[src/rtl/timing_sequencer_pkg.sv]
// Shared definitions for the POP timing sequencer.
//   - FSM encodings for the run controller (IDLE / RUN).
//   - Run-mode encodings sampled at the end of the last state.
//   - Default prescale for the 2.5 MHz system clock (100 us tick).
package timing_sequencer_pkg;

  localparam logic [0:0] ST_IDLE = 1'b0;
  localparam logic [0:0] ST_RUN  = 1'b1;

  localparam logic MODE_CONT   = 1'b0;
  localparam logic MODE_SINGLE = 1'b1;

  // 2.5 MHz / 250 = 10 kHz tick, i.e. 100 us per dwell unit.
  localparam int DEFAULT_PRESCALE = 250;

endpackage

[src/rtl/timing_sequencer_tick_prescaler.sv]
// tick_prescaler: divides clk by PRESCALE (any value >= 2) and emits a
// one-clk tick on the last count of every period.
// Ports:
//   clk    in  system clock, posedge
//   reset  in  synchronous active-high reset, count -> 0
//   clear  in  synchronous count clear (restart the period)
//   en     in  count enable; the count and tick freeze while low
//   tick   out high for the clk where count == PRESCALE-1 and en=1
module tick_prescaler
  import timing_sequencer_pkg::*;
#(
  parameter int PRESCALE = DEFAULT_PRESCALE
) (
  input  logic clk,
  input  logic reset,
  input  logic clear,
  input  logic en,
  output logic tick
);

  localparam int CW = $clog2(PRESCALE);

  logic [CW-1:0] count;

  // Tick is gated by en so a frozen sequencer never sees a stale tick.
  assign tick = en && (count == CW'(PRESCALE - 1));

  always_ff @(posedge clk) begin
    if (reset || clear) begin
      count <= '0;
    end else if (en) begin
      count <= tick ? '0 : count + CW'(1);
    end
  end

endmodule

[src/rtl/timing_sequencer.sv]
// timing_sequencer: steps through STATES states, holding each for a
// programmable number of prescaled ticks. Runs continuously (wrapping) or
// as a single pass, launched by start and frozen by enable.
// Ports:
//   clk           in  system clock, posedge
//   reset         in  synchronous active-high reset, overrides all inputs
//   enable        in  1 = advance, 0 = freeze a running sequence
//   mode          in  0 = continuous wrap, 1 = single pass then idle
//   start         in  one-clk pulse launching a run from IDLE
//   cfg_we        in  dwell table write strobe
//   cfg_addr      in  dwell table index (writes >= STATES are dropped)
//   cfg_data      in  dwell value in ticks (0 behaves as 1)
//   state         out current state index
//   state_strobe  out one-clk pulse on every state entry, including wrap
//   cycle_done    out one-clk pulse when the last state's dwell expires
//   busy          out high while the FSM is in RUN (FSM state visibility)
//   tick          out prescaler tick, for monitoring
module timing_sequencer
  import timing_sequencer_pkg::*;
#(
  parameter int STATES   = 7,
  parameter int SW       = 3,
  parameter int DW       = 16,
  parameter int PRESCALE = DEFAULT_PRESCALE
) (
  input  logic          clk,
  input  logic          reset,
  input  logic          enable,
  input  logic          mode,
  input  logic          start,
  input  logic          cfg_we,
  input  logic [SW-1:0] cfg_addr,
  input  logic [DW-1:0] cfg_data,
  output logic [SW-1:0] state,
  output logic          state_strobe,
  output logic          cycle_done,
  output logic          busy,
  output logic          tick
);

  logic [DW-1:0] dwell_tbl [STATES];
  logic [0:0]    fsm_q;
  logic [DW-1:0] dwell_cnt;

  logic          run_start;
  logic          presc_en;
  logic          expire;
  logic          last_state;
  logic [SW-1:0] next_state;

  assign run_start  = (fsm_q == ST_IDLE) && start && enable;
  assign presc_en   = (fsm_q == ST_RUN) && enable;
  // A counter of 0 or 1 expires on the next tick, so a stored 0 acts as 1.
  assign expire     = tick && (dwell_cnt <= DW'(1));
  assign last_state = (state == SW'(STATES - 1));
  assign next_state = state + SW'(1);

  // Clearing on run entry aligns tick phase with the first dwell period.
  tick_prescaler #(
    .PRESCALE (PRESCALE)
  ) u_prescaler (
    .clk   (clk),
    .reset (reset),
    .clear (run_start),
    .en    (presc_en),
    .tick  (tick)
  );

  // Dwell table. Reads elsewhere see the pre-write value on the write edge,
  // so a write to the state being entered only affects its next entry.
  always_ff @(posedge clk) begin
    if (reset) begin
      for (int i = 0; i < STATES; i++) begin
        dwell_tbl[i] <= DW'(1);
      end
    end else if (cfg_we && (int'(cfg_addr) < STATES)) begin
      dwell_tbl[cfg_addr] <= cfg_data;
    end
  end

  always_ff @(posedge clk) begin
    if (reset) begin
      fsm_q        <= ST_IDLE;
      state        <= '0;
      state_strobe <= 1'b0;
      cycle_done   <= 1'b0;
      busy         <= 1'b0;
      dwell_cnt    <= '0;
    end else begin
      state_strobe <= 1'b0;
      cycle_done   <= 1'b0;
      if (fsm_q == ST_IDLE) begin
        if (run_start) begin
          fsm_q        <= ST_RUN;
          state        <= '0;
          busy         <= 1'b1;
          state_strobe <= 1'b1;
          dwell_cnt    <= dwell_tbl[0];
        end
      end else if (expire) begin
        if (!last_state) begin
          state        <= next_state;
          state_strobe <= 1'b1;
          dwell_cnt    <= dwell_tbl[next_state];
        end else if (mode == MODE_SINGLE) begin
          fsm_q      <= ST_IDLE;
          state      <= '0;
          busy       <= 1'b0;
          cycle_done <= 1'b1;
        end else begin
          state        <= '0;
          state_strobe <= 1'b1;
          cycle_done   <= 1'b1;
          dwell_cnt    <= dwell_tbl[0];
        end
      end else if (tick) begin
        dwell_cnt <= dwell_cnt - DW'(1);
      end
    end
  end

endmodule

[config.mk]
export PLATFORM = sky130hd
export DESIGN_NAME = timing_sequencer
export DESIGN_NICKNAME = d
export VERILOG_FILES = /design/src/rtl/timing_sequencer_pkg.sv /design/src/rtl/timing_sequencer_tick_prescaler.sv /design/src/rtl/timing_sequencer.sv
export SDC_FILE = /design/constraint.sdc
export NUM_CORES = 1
export LEC_CHECK = 0
export CAP_MARGIN = 20
export CORE_ASPECT_RATIO = 1.4
export CORE_UTILIZATION = 40
export CTS_CLUSTER_SIZE = 14
export DETAILED_ROUTE_END_ITERATION = 10
export PLACE_DENSITY = 0.57
export SLEW_MARGIN = 5
export SYNTH_ARGS = -nofsm -noshare
export SYNTH_HDL_FRONTEND = slang
export SYNTH_HIERARCHICAL = 1
export SYNTH_SLANG_ARGS = --single-unit
[constraint.sdc]
create_clock -name clk -period 3.2 [get_ports clk]
set_clock_uncertainty 0.1 [all_clocks]
set_input_delay 0.48 -clock clk [delete_from_list [all_inputs] [get_ports clk]]
set_output_delay 0.48 -clock clk [all_outputs]
set_load 0.01 [all_outputs]
==> impl_metrics.json <==
{
  "critPathLaunchType": "register",
  "status": "finished, final reports clean",
  "yosysSeqAreaShare_pct": 57.2,
  "drt-pass1-iter-count": 5,
  "max_slew_margin_pct": 63.5,
  "antenna_found_initial": 0,
  "initial_core_util_pct": 40.6,
  "whs_ps": 373,
  "layout_commonest_cell": "nor2_1",
  "grt_overflow": 0,
  "critPathArrivalTime_ps": 3120,
  "tightest_slew_ps": 547,
  "port-buffer-count": 31,
  "synth_flop_cell": "edfxtp_1",
  "syn_area_per_cell_um2": 11.7,
  "p_per_area_mw_per_mm2": 563,
  "setup_viol": 0,
  "die_h_um": 164,
  "yosysWarnings": 6,
  "synth-edff-count": 112,
  "syn2layout_area_growth_pct": 19.3,
  "io_pins": 32,
  "ys_ff_latch": 159,
  "die_x_um": 118,
  "ir_worst_vdd_mv": 0.342,
  "drt_iter0_drc": 338,
  "h-tree-depth": 4,
  "end_kind": "register",
  "cts_tree": "done",
  "drive_above_1_share_pct": 15.6,
  "die_area_mm2": 0.0194,
  "vias_per_cell": 5.58,
  "grt_pass1_wl_um": 30200,
  "cts-root-buf": "clkbuf_16",
  "crit_required_ps": 3390,
  "clock_latency_ps": 430,
  "finalCritPeriodShare_pct": 91.5,
  "final_net_count": 735,
  "finalHoldViolations": 0,
  "crit_start": "u_prescaler/count[0]",
  "leakagePower_nw": 3.13,
  "grt_pass1_vias": 5564,
  "ant_nets": 0,
  "cts.path.max_buffers": 2,
  "wl_per_cell_um": 19.9,
  "cts-buffers-inserted": 17,
  "cts.reportedPaths.clkPinSlew_ps": 70,
  "synth_cell_types": 67,
  "wl_um": 19200,
  "fmax_ghz": 0.341,
  "fill_cells": 1683,
  "cts_resized": 0,
  "antenna_cells": 0,
  "hold_start": "dwell_tbl[6][0]",
  "holdCritPathClass": "reg -> reg",
  "slew_violations": 0,
  "finalCriticalPeriod_ps": 2930,
  "core-area_mm2": 0.0185,
  "rsz0062_at_grt": "no",
  "vias": 5365,
  "rr_startpoint": "u_prescaler/count[0]",
  "syn_area_mm2": 0.00752,
  "max_cap_viol_count": 0,
  "drc": 0,
  "dp_hpwl_um": 13500,
  "final_cell_mix": "nor2_1, edfxtp_1, dfxtp_1",
  "place.gp.congestion": 0.885,
  "synthCells": 643,
  "clock-sinks": 159,
  "core.rowCount": 59,
  "cts_hold_buffers": 0,
  "grt_start_max_net_pins": 41,
  "synthArstFlopShare_pct": 0,
  "cts_setup_buffers": 0,
  "track_usage_pct": 21.0,
  "tns_ps": 0,
  "cp_max_fo": 14,
  "critPathKind": "reg -> reg"
}
[logic make-up after synthesis]
group	after synthesis	synth area share [%]
muxes	42	11.2
AOI/OAI and AO/OA	112	9.99
xor gates and xnor gates	10	1.41
buffers and inverters	62	3.57
and+or+nand+nor	251	15.6
DFF	159	57.2
adders and majority gates	6	0.998
other	1	0.0498
[cells in the mapped netlist (7+ instances only)]
cell,number,area (um2)
o21ai_0,9,45.0
nor2_1,129,484
nand3b_1,11,82.6
mux2i_1,10,100
inv_1,23,86.3
mux4_2,27,608
o22ai_1,8,50.1
a211oi_1,11,82.6
clkbuf_1,22,82.6
buf_2,11,55.1
edfxtp_1,112,3360
dfxtp_1,47,941
nand3_1,13,65.1
nand2b_1,7,43.8
nand2_1,40,150
or3_1,9,56.3
nor3_1,15,75.1
a21oi_1,35,175
[per-stage QoR]
step | instances | cell area (um2) | util [%] | power [mW] | worst slack [ps]
after floorplan | 658 | 7580 | - | 2.68 | 41.9
after global placement | 929 | 8320 | 44.9 | 2.82 | 202
after detailed placement | 929 | 8320 | 44.9 | 2.84 | 114
after CTS | 961 | 8980 | 48.4 | 5.09 | 337
after global routing | 961 | 8980 | 48.4 | 5.22 | 101
final | 961 | 8980 | 48.4 | 5.05 | 271
[where the power goes]
| part | leakage [nW] | switching (mW) | internal, mW |
|---|---|---|---|
| clock | 0.321 | 0.897 | 1.36 |
| combinational | 1.34 | 0.243 | 0.169 |
| sequential | 1.46 | 0.0606 | 2.32 |
| total | 3.13 | 1.20 | 3.85 |
[final cells by class]
class,count,area (um2),share of cell area (%)
Sequential cell,159,4310,48.0
Multi-Input combinational cell,437,3010,33.5
Timing Repair Buffer,66,611,6.80
Clock buffer,18,439,4.89
Tap cell,244,305,3.40
Clock inverter,14,221,2.47
Inverter,23,86.3,0.962
[flip-flops by register name, summed over array words and instances (netlist names)]
name               flops
u_prescaler/count      8
dwell_tbl            128
dwell_cnt             16
fsm_q                  1
state                  3
state_strobe           1
busy                   1
cycle_done             1
[worst paths after layout]
check | to | slack (ps) | depth (start not counted)
max reg2reg | dwell_cnt[11] | 270 | 10
min | dwell_tbl[6][0] | 370 | 1
max | dwell_cnt[11] | 270 | 10
min reg2reg | dwell_tbl[6][0] | 370 | 1
[per-layer routing]
metal  vias to the layer above  GRT usage, %  wire (um)
li1                       2486             -          -
met1                      2692          23.3       7590
met4                         0          9.15        485
met2                       149          39.5      10400
met5                         -             0          0
met3                        38          3.47        744
[worst max-delay path: stages (launching register included)]
cell      delay, ps
dfxtp_1         410
ha_1            200
nand3b_1        100
or2_1           320
nor2_4          110
nor4b_2         300
o211a_2         370
a21oi_2         100
or2_1           430
nand2b_1        240
o22ai_1         100
(Power assumes the default switching activity.)
